[src/rtl/inst_encoder_if.sv]
// Field-bundle handshake and instruction-memory write bus for the instruction encoder.
interface inst_encoder_if #(
    parameter int ADDR_W = 8
);
    logic              in_valid;
    logic              in_ready;
    logic [1:0]        fmt;
    logic [2:0]        opcode;
    logic [3:0]        func;
    logic [4:0]        regs;
    logic [4:0]        regt;
    logic [4:0]        shamt;
    logic [25:0]       imm;
    logic              mem_we;
    logic              mem_ready;
    logic [ADDR_W-1:0] mem_addr;
    logic [31:0]       mem_wdata;

    // Producer of field bundles and consumer of memory writes.
    modport master (
        output in_valid, fmt, opcode, func, regs, regt, shamt, imm, mem_ready,
        input  in_ready, mem_we, mem_addr, mem_wdata
    );

    // The encoder itself.
    modport slave (
        input  in_valid, fmt, opcode, func, regs, regt, shamt, imm, mem_ready,
        output in_ready, mem_we, mem_addr, mem_wdata
    );
endinterface

[src/rtl/inst_encoder.sv]
// Instruction encoder / program loader: packs decoded field bundles into 32-bit
// words and writes them to consecutive instruction-memory addresses.
module inst_encoder #(
    parameter int ADDR_W = 8,
    parameter int LEN_W  = 8
) (
    input  logic              clk,
    input  logic              rst_n,
    input  logic              start,
    input  logic              abort,
    input  logic [ADDR_W-1:0] base_addr,
    input  logic [LEN_W-1:0]  prog_len,
    inst_encoder_if.slave     bus,
    output logic              busy,
    output logic              done,
    output logic [LEN_W-1:0]  words_written,
    output logic [LEN_W-1:0]  err_cnt,
    output logic              err
);
    typedef enum logic [1:0] {
        IDLE  = 2'd0,
        RUN   = 2'd1,
        DRAIN = 2'd2,
        DONE  = 2'd3
    } state_t;

    state_t            state_q, state_d;
    logic [ADDR_W-1:0] cur_addr_q, cur_addr_d;
    logic [LEN_W-1:0]  remaining_q, remaining_d;
    logic              mem_we_q, mem_we_d;
    logic [ADDR_W-1:0] mem_addr_q, mem_addr_d;
    logic [31:0]       mem_wdata_q, mem_wdata_d;
    logic [LEN_W-1:0]  words_q, words_d;
    logic [LEN_W-1:0]  errcnt_q, errcnt_d;
    logic              err_q, err_d;

    logic              in_ready_c;
    logic              hs;
    logic              illegal;
    logic [31:0]       word;

    // Field packing and illegal-bundle detection.
    always_comb begin
        word    = '0;
        illegal = (bus.fmt == 2'b11) || (bus.fmt == 2'b01 && bus.imm[25:20] != '0);
        case (bus.fmt)
            2'b00:   word = {bus.opcode, bus.regs, bus.regt, bus.shamt, 10'b0, bus.func};
            2'b01:   word = {bus.opcode, bus.regs, bus.func, bus.imm[19:0]};
            default: word = {bus.opcode, 3'b0, bus.imm};
        endcase
    end

    // Next-state, write-register and counter logic; abort overrides everything else.
    always_comb begin
        state_d     = state_q;
        cur_addr_d  = cur_addr_q;
        remaining_d = remaining_q;
        mem_we_d    = mem_we_q;
        mem_addr_d  = mem_addr_q;
        mem_wdata_d = mem_wdata_q;
        words_d     = words_q;
        errcnt_d    = errcnt_q;
        err_d       = err_q;

        in_ready_c = (state_q == RUN) && (remaining_q != '0) && (!mem_we_q || bus.mem_ready);
        hs         = bus.in_valid && in_ready_c;

        if (state_q != IDLE && abort) begin
            state_d  = IDLE;
            mem_we_d = 1'b0;
        end else begin
            // Completed write drops mem_we; a handshake in the same cycle re-raises it.
            if (mem_we_q && bus.mem_ready) begin
                mem_we_d = 1'b0;
                words_d  = words_q + LEN_W'(1);
            end
            if (hs) begin
                remaining_d = remaining_q - LEN_W'(1);
                if (illegal) begin
                    errcnt_d = errcnt_q + LEN_W'(1);
                    err_d    = 1'b1;
                end else begin
                    mem_we_d    = 1'b1;
                    mem_addr_d  = cur_addr_q;
                    mem_wdata_d = word;
                    cur_addr_d  = cur_addr_q + ADDR_W'(1);
                end
            end
            case (state_q)
                IDLE: begin
                    if (start && !abort) begin
                        cur_addr_d  = base_addr;
                        remaining_d = prog_len;
                        words_d     = '0;
                        errcnt_d    = '0;
                        err_d       = 1'b0;
                        state_d     = (prog_len == '0) ? DONE : RUN;
                    end
                end
                RUN: begin
                    if (hs && remaining_q == LEN_W'(1)) state_d = DRAIN;
                end
                DRAIN: begin
                    if (!mem_we_q || bus.mem_ready) state_d = DONE;
                end
                default: state_d = IDLE;
            endcase
        end
    end

    // State and datapath registers.
    always_ff @(posedge clk or negedge rst_n) begin
        if (!rst_n) begin
            state_q     <= IDLE;
            cur_addr_q  <= '0;
            remaining_q <= '0;
            mem_we_q    <= 1'b0;
            mem_addr_q  <= '0;
            mem_wdata_q <= '0;
            words_q     <= '0;
            errcnt_q    <= '0;
            err_q       <= 1'b0;
        end else begin
            state_q     <= state_d;
            cur_addr_q  <= cur_addr_d;
            remaining_q <= remaining_d;
            mem_we_q    <= mem_we_d;
            mem_addr_q  <= mem_addr_d;
            mem_wdata_q <= mem_wdata_d;
            words_q     <= words_d;
            errcnt_q    <= errcnt_d;
            err_q       <= err_d;
        end
    end

    assign bus.in_ready   = in_ready_c;
    assign bus.mem_we     = mem_we_q;
    assign bus.mem_addr   = mem_addr_q;
    assign bus.mem_wdata  = mem_wdata_q;
    assign busy           = (state_q == RUN) || (state_q == DRAIN);
    assign done           = (state_q == DONE);
    assign words_written  = words_q;
    assign err_cnt        = errcnt_q;
    assign err            = err_q;
endmodule

[src/flat_wrapper.sv]
// flat-port wrapper written by rule: the top's interface ports become plain ports
module inst_encoder_flat 
#(
    parameter int ADDR_W = 8,
    parameter int LEN_W  = 8
)
  (clk, rst_n, start, abort, base_addr, prog_len, busy, done, words_written, err_cnt, err, bus_in_valid, bus_fmt, bus_opcode, bus_func, bus_regs, bus_regt, bus_shamt, bus_imm, bus_mem_ready, bus_in_ready, bus_mem_we, bus_mem_addr, bus_mem_wdata);
  inst_encoder_if #(.ADDR_W(ADDR_W)) bus_i ();
  input  logic clk;
  input  logic rst_n;
  input  logic start;
  input  logic abort;
  input  logic [ADDR_W-1:0] base_addr;
  input  logic [LEN_W-1:0] prog_len;
  output logic busy;
  output logic done;
  output logic [LEN_W-1:0] words_written;
  output logic [LEN_W-1:0] err_cnt;
  output logic err;
  input wire logic [$bits(bus_i.in_valid)-1:0] bus_in_valid;
  input wire logic [$bits(bus_i.fmt)-1:0] bus_fmt;
  input wire logic [$bits(bus_i.opcode)-1:0] bus_opcode;
  input wire logic [$bits(bus_i.func)-1:0] bus_func;
  input wire logic [$bits(bus_i.regs)-1:0] bus_regs;
  input wire logic [$bits(bus_i.regt)-1:0] bus_regt;
  input wire logic [$bits(bus_i.shamt)-1:0] bus_shamt;
  input wire logic [$bits(bus_i.imm)-1:0] bus_imm;
  input wire logic [$bits(bus_i.mem_ready)-1:0] bus_mem_ready;
  output wire logic [$bits(bus_i.in_ready)-1:0] bus_in_ready;
  output wire logic [$bits(bus_i.mem_we)-1:0] bus_mem_we;
  output wire logic [$bits(bus_i.mem_addr)-1:0] bus_mem_addr;
  output wire logic [$bits(bus_i.mem_wdata)-1:0] bus_mem_wdata;
  assign bus_i.in_valid = bus_in_valid;
  assign bus_i.fmt = bus_fmt;
  assign bus_i.opcode = bus_opcode;
  assign bus_i.func = bus_func;
  assign bus_i.regs = bus_regs;
  assign bus_i.regt = bus_regt;
  assign bus_i.shamt = bus_shamt;
  assign bus_i.imm = bus_imm;
  assign bus_i.mem_ready = bus_mem_ready;
  assign bus_in_ready = bus_i.in_ready;
  assign bus_mem_we = bus_i.mem_we;
  assign bus_mem_addr = bus_i.mem_addr;
  assign bus_mem_wdata = bus_i.mem_wdata;
  inst_encoder #(.ADDR_W(ADDR_W), .LEN_W(LEN_W)) u_core (.clk(clk), .rst_n(rst_n), .start(start), .abort(abort), .base_addr(base_addr), .prog_len(prog_len), .bus(bus_i), .busy(busy), .done(done), .words_written(words_written), .err_cnt(err_cnt), .err(err));
endmodule
[config.mk]
export PLATFORM = sky130hd
export DESIGN_NAME = inst_encoder_flat
export DESIGN_NICKNAME = d
export VERILOG_FILES = /design/src/rtl/inst_encoder_if.sv /design/src/rtl/inst_encoder.sv /design/src/flat_wrapper.sv
export SDC_FILE = /design/constraint.sdc
export NUM_CORES = 1
export LEC_CHECK = 0
export BUFFER_PORTS_ARGS = -buffer_cell sky130_fd_sc_hd__buf_2
export CAP_MARGIN = 20
export CORE_MARGIN = 2
export CORE_UTILIZATION = 34
export DETAILED_ROUTE_END_ITERATION = 8
export PLACE_DENSITY = 0.64
export RECOVER_POWER = 50
export SLEW_MARGIN = 15
export SYNTH_ARGS = -nofsm -noshare
export SYNTH_HDL_FRONTEND = slang
export SYNTH_SLANG_ARGS = --single-unit
[constraint.sdc]
create_clock -name clk -period 2.99 [get_ports clk]
set_input_delay 0.4485 -clock clk [delete_from_list [all_inputs] [get_ports clk]]
set_output_delay 0.4485 -clock clk [all_outputs]
set_load 0.02 [all_outputs]
==> impl_metrics.env, run 1 <==
export IMPL_outcome="finished, violations left"
export IMPL_path_clk_slew_ns=0.06
export IMPL_antenna_cells=0
export IMPL_dp_cells=665
export IMPL_timing_max_cap_violations=1
export IMPL_rsz0062_at_grt="no"
export IMPL_cts_hold_buf=0
export IMPL_hold_violations=0
export IMPL_synth_cell_types=47
export IMPL_setup_tns_ns=0
export IMPL_cp_data_required_time_ns=3.20
export IMPL_r2r_setup_slack_ns=0.61
export IMPL_p_sw_frac=0.396
export IMPL_wl_per_cell_um=14.7
export IMPL_setup_viol=0
export IMPL_ys_top_cells_by_count="76 x dfrtp_1, 59 x nand2_1, 36 x o21ai_0"
export IMPL_irDropWorstVdd_mv=0.366
export IMPL_track_usage=0.165
export IMPL_slew_viol_final=77
export IMPL_fin_nets=614
export IMPL_syn_instance_count=402
export IMPL_syn_area_mm2=0.00388
export IMPL_power_frac_clock=0.241
export IMPL_drtIter0Drc=142
export IMPL_arrival_ns=2.58
export IMPL_clock_sinks=76
export IMPL_routed_wl_um=10000
export IMPL_ioPinCount=133
export IMPL_critical_path_class="reg -> reg"
export IMPL_worstMarginPinSlew_ns=1.90
export IMPL_dp_hpwl_um=7490
export IMPL_cp_end_kind="flop"
export IMPL_cts_buffer_depth=2
export IMPL_final_seq_area_mm2=0.00190
export IMPL_drive_above_1_share=0.258
export IMPL_yosysMostFrequentCell="dfrtp_1"
export IMPL_die_h_um=111
export IMPL_cts_tree="built"
export IMPL_cts_resized=0
export IMPL_viasPerCell=5.13
export IMPL_grt_pass1_vias=3400
export IMPL_multi_input_area_mm2=0.00188
export IMPL_syn2layout_area_growth_pct=28.1
export IMPL_fp_coreArea_mm2=0.0113
export IMPL_cts_root_buf="clkbuf_16"
export IMPL_stdcell_count=681
export IMPL_intPower_mw=2.73
export IMPL_ys_flop_type="dfrtp_1"
export IMPL_antenna_found_initial=0
export IMPL_port_buffer_count=132
export IMPL_rows=39
export IMPL_syn_avg_cell_area_um2=9.65
export IMPL_skew_ns=0.00595
export IMPL_drcViolationCount=0
export IMPL_synth_ff_latch_count=76
export IMPL_min_period_ns=2.38
export IMPL_gp_congestion=0.871
export IMPL_synth_edff_count=0
export IMPL_fmax_ghz=0.421
export IMPL_synth_top_area_share=0.490
export IMPL_dieWidth_um=111
export IMPL_synth_area_leader_cell="dfrtp_1"
export IMPL_antenna_left=0
export IMPL_violations="capacitance limit, slew limit"
export IMPL_fillers=1145
export IMPL_p_sw_mw=1.79
export IMPL_post_cts_buffers=0
export IMPL_clkLatencyLatePin_ns=0.33
export IMPL_worst_path_max_fanout=48
export IMPL_yosysSeqAreaShare=0.490
export IMPL_pwr_share_comb=0.372
export IMPL_vias=3491
export IMPL_grt_pass1_wl_um=16600
export IMPL_grt_ovfl_total=0
export IMPL_cts_max_level=3
export IMPL_relSlewSlack=-0.264
export IMPL_syn_nets=483
export IMPL_cts_made_buffers=9
export IMPL_hold_slack_ns=0.328
export IMPL_first_pass_iters=4
export IMPL_p_seq_frac=0.386
export IMPL_leakagePower_nw=2.34
export IMPL_die_area_mm2=0.0123
export IMPL_start_kind="flop"
export IMPL_async_reset_ff_frac=1.00
export IMPL_utilization=0.441
export IMPL_power_density_mw_per_mm2=910
export IMPL_initial_core_util=0.344
export IMPL_fin_crit_sh=0.794
export IMPL_grt_max_degree=77
export IMPL_synth_area_leaders="dfrtp_1 49%, nand2_1 5.7%, o21ai_0 4.6%, mux2i_1 4.4%, nor2_1 3.0%"
export IMPL_hold_path_class="in -> reg"
export IMPL_synth_warnings=0
[power groups by stage]
| stage | Sequential [mW] | Combinational (mW) | Clock (mW) |
|---|---|---|---|
| final | 1.75 | 1.68 | 1.09 |
| after global routing | 1.81 | 1.87 | 1.17 |
| after CTS | 1.74 | 1.76 | 1.13 |
| after detailed placement | 1.76 | 1.75 | 0 |
| after global placement | 1.73 | 1.71 | 0 |
| after floorplan | 2.05 | 0.819 | 0 |
[metal layers]
layer | GRT usage | share of wire
met5 | 0 | 0
met4 | 0.0500 | 0.0091
met1 | 0.207 | 0.44
met3 | 0.0476 | 0.069
met2 | 0.277 | 0.48
[sequential cells by signal, indices dropped and copies added (netlist names)]
name	flops
u_core.bus.mem_we	1
u_core.err	1
u_core.remaining_q	8
u_core.err_cnt	8
u_core.bus.mem_wdata	32
u_core.state_q	2
u_core.words_written	8
u_core.bus.mem_addr	8
u_core.cur_addr_q	8
[stage by stage]
step,total power [mW],worst slack (ns),area (um^2)
after floorplan,2.86,0.758,3880
after global placement,3.45,0.616,4710
after detailed placement,3.51,0.577,4710
after CTS,4.63,0.626,5010
after global routing,4.84,0.387,4970
final,4.52,0.615,4970
[area by class of cell]
cell class / count / share of cell area
flip-flops and latches: 76 / 0.383
clock inverters: 4 / 0.00956
repair buffers: 140 / 0.137
clock buffers: 12 / 0.0516
inverters: 5 / 0.00378
multi-input cells: 301 / 0.379
well taps: 143 / 0.0360
[worst paths after layout]
kind,start,endpoint,cells after the start
setup / recovery,u_core.state_q[0],u_core.bus.mem_wdata[30],7
hold / removal,bus_opcode[0],u_core.bus.mem_wdata[29],2
setup reg to reg,u_core.state_q[0],u_core.bus.mem_wdata[30],7
hold reg to reg,u_core.bus.mem_wdata[15],u_core.bus.mem_wdata[15],2
max in group asynchronous,rst_n,u_core.bus.mem_wdata[1],1
min in group asynchronous,rst_n,u_core.words_written[1],1
[cell families after synthesis]
group                      synth area share
AOI/OAI and AO/OA                     0.135
and+or+nand+nor                       0.213
xor gates and xnor gates             0.0293
muxes                                0.0787
buffers and inverters                0.0245
DFF                                   0.490
adders and majority gates            0.0290
[layout by cell type (no fill, tap or decap), drive strengths merged, types with 2 or more instances in the layout]
| cell | n |
|---|---|
| buf | 109 |
| dfrtp | 76 |
| nand2 | 59 |
| clkbuf | 43 |
| o21ai | 37 |
| nor2 | 31 |
| nand3 | 20 |
| mux2i | 17 |
| a21oi | 13 |
| nand4 | 12 |
| mux2 | 12 |
| xor2 | 9 |
| ha | 9 |
| or4 | 9 |
| nor3 | 7 |
| nand2b | 6 |
| o211ai | 6 |
| inv | 5 |
| a22oi | 5 |
| nor4 | 4 |
| nor2b | 4 |
| or3 | 4 |
| o22ai | 4 |
| xnor2 | 4 |
| and3 | 3 |
| or2 | 2 |
| and2 | 2 |
| a32oi | 2 |
| o311ai | 2 |
| a31oi | 2 |
| nand3b | 2 |
| o22a | 2 |
| a221o | 2 |
| clkinv | 2 |
[critical path, stage by stage (launching register included)]
cell,delay (ns)
dfrtp_1,0.40
inv_1,0.11
ha_1,0.36
nor2b_1,0.11
nor3_1,0.48
nand3_2,0.14
buf_4,0.29
mux2_1,0.36
Note: power is estimated with default switching activity, not from simulation.
==> run 2, diff against run 1 <==
Settings changed: PLACE_DENSITY 0.64 to 0.66.
Clock period 2.99 ns to 2 ns, I/O delays scaled along.
==> impl_metrics.env, run 2 (same netlist as run 1, synthesis figures left out) <==
export IMPL_r2r_start="u_core.remaining_q[3]"
export IMPL_ff2ff_path_depth=7
export IMPL_critPathSlowestCell="dfrtp_1"
export IMPL_grt_ovfl_total=0
export IMPL_antenna_left=0
export IMPL_outcome="finished, final reports clean"
export IMPL_power_density_mw_per_mm2=1380
export IMPL_mostFrequentLayoutCell="buf_2"
export IMPL_port_buffer_count=132
export IMPL_drtIter0Drc=259
export IMPL_cts_max_level=3
export IMPL_dieWidth_um=111
export IMPL_cts_root_buf="clkbuf_16"
export IMPL_slew_viol_final=0
export IMPL_max_stage_delay_ns=0.40
export IMPL_gp_congestion=0.946
export IMPL_die_area_mm2=0.0123
export IMPL_drcViolationCount=0
export IMPL_first_pass_iters=4
export IMPL_min_period_ns=1.99
export IMPL_cts_made_buffers=9
export IMPL_timing_max_cap_violations=0
export IMPL_hold_path_class="in -> reg"
export IMPL_power_mw=7.35
export IMPL_antenna_cells=0
export IMPL_dp_hpwl_um=8060
export IMPL_critical_path_class="reg -> reg"
export IMPL_leakagePower_nw=2.52
export IMPL_cp_end_kind="flop"
export IMPL_cts_buffer_depth=2
export IMPL_place_ws_ns=-0.169
export IMPL_worstMarginPinSlew_ns=1.27
export IMPL_largest_reg_flops=32
export IMPL_die_h_um=111
export IMPL_track_usage=0.174
export IMPL_cp_data_required_time_ns=2.22
export IMPL_cts_tree="built"
export IMPL_path_clk_slew_ns=0.06
export IMPL_vias=3675
export IMPL_relSlewSlack=0.150
export IMPL_crit_top_cell="buf_4"
export IMPL_r2r_end="u_core.state_q[1]"
export IMPL_fin_area_mm2=0.00532
export IMPL_placedInstanceArea_mm2=0.00492
export IMPL_hold_slack_ns=0.177
export IMPL_dp_cells=690
export IMPL_fin_crit_sh=0.994
export IMPL_setup_viol=0
export IMPL_rows=39
export IMPL_start_kind="flop"
export IMPL_fin_nets=644
export IMPL_ioPinCount=133
export IMPL_setup_ws_ns=0.0127
export IMPL_fp_coreArea_mm2=0.0113
export IMPL_antenna_found_initial=0
export IMPL_fmax_ghz=0.503
export IMPL_wl_per_cell_um=15.1
export IMPL_min_from="bus_opcode[0]"
export IMPL_clock_sinks=76
export IMPL_skew_ns=0.00847
export IMPL_setup_tns_ns=0
export IMPL_viasPerCell=5.17
export IMPL_grt_max_degree=58
export IMPL_clkLatencyLatePin_ns=0.33
export IMPL_grt_pass1_vias=3599
export IMPL_arrival_ns=2.20
export IMPL_fillers=1118
export IMPL_initial_core_util=0.344
export IMPL_final_cell_mix="102 x buf_2, 76 x dfrtp_1, 59 x nand2_1, 36 x o21ai_0, 35 x buf_4"
export IMPL_hold_violations=0
export IMPL_stdcell_count=711
export IMPL_worst_path_max_fanout=4
export IMPL_grt_pass1_wl_um=17400
export IMPL_irDropWorstVdd_mv=0.607
export IMPL_path_cells="nor4_2 > buf_4 > nand2_1 > nor4bb_2 > o311ai_1 > buf_4 > mux2_2"
export IMPL_r2r_setup_slack_ns=0.01
export IMPL_drive_above_1_share=0.317
export IMPL_min_to="u_core.bus.mem_wdata[29]"
export IMPL_holdPathStages=2
export IMPL_routed_wl_um=10800
export IMPL_utilization=0.472
export IMPL_syn2layout_area_growth_pct=37.2
## run 2: changes by cell type in the layout (fill, tap and decap cells not counted), moves of 2 or more
cell	before	now
buf_4	8	35
nor2_1	31	29
ha_1	9	7
buf_12	0	2
bufinv_16	1	3
inv_1	5	3
nor2_2	0	2
inv_2	0	2
## run 2: cell type report
| class | instances | area [um^2] | area share |
|---|---|---|---|
| clock buffers | 12 | 256 | 0.0482 |
| clock inverters | 4 | 95.1 | 0.0179 |
| inverters | 5 | 18.8 | 0.00353 |
| multi-input cells | 301 | 1940 | 0.364 |
| flip-flops and latches | 76 | 1900 | 0.357 |
| well taps | 143 | 179 | 0.0336 |
| repair buffers | 170 | 936 | 0.176 |
## run 2: where the power goes
part,internal [mW],switching (mW),leakage [nW]
Sequential,2.13,0.479,0.956
Clock,1.29,0.609,0.173
Combinational,1.13,1.72,1.39
Total,4.54,2.80,2.52
## run 2: worst max path at each step
| stage | from | end | slack, ns |
|---|---|---|---|
| 6_report | u_core.remaining_q[3] | u_core.state_q[1] | 0.01 |
| 5_1_grt | u_core.remaining_q[3] | u_core.state_q[1] | -0.06 |
| 4_1_cts | u_core.remaining_q[3] | u_core.state_q[1] | 0.003 |
| 3_5_place_dp | bus_imm[20] | u_core.bus.mem_wdata[20] | -0.17 |
| 3_3_place_gp | bus_imm[20] | u_core.bus.mem_wdata[30] | -0.09 |
| 2_1_floorplan | bus_imm[20] | u_core.bus.mem_wdata[31] | -0.08 |
## run 2: repair_timing
item	4_1_cts	5_1_grt
hold buffers	1	0
pin swaps	1	6
gates resized for setup	1	13
endpoints found under the hold margin	19	0
endpoints found under the setup margin	7	49
setup buffers	2	2
## run 2: layer usage
metal  up-vias  global-route usage  share of wire
met5         -                   0              0
met3         9              0.0372          0.056
met1      1771               0.217           0.44
met2       121               0.296           0.50
li1       1774                   -              -
met4         0              0.0650          0.012
## run 2: worst max-delay path, delay by kind of cell (launching register included)
family                 cells  cell delay, ns
AND/OR/NAND/NOR            3            0.75
flip-flops                 1            0.40
buffers and inverters      2            0.33
multiplexers               1            0.26
AO/OA/AOI/OAI              1            0.13
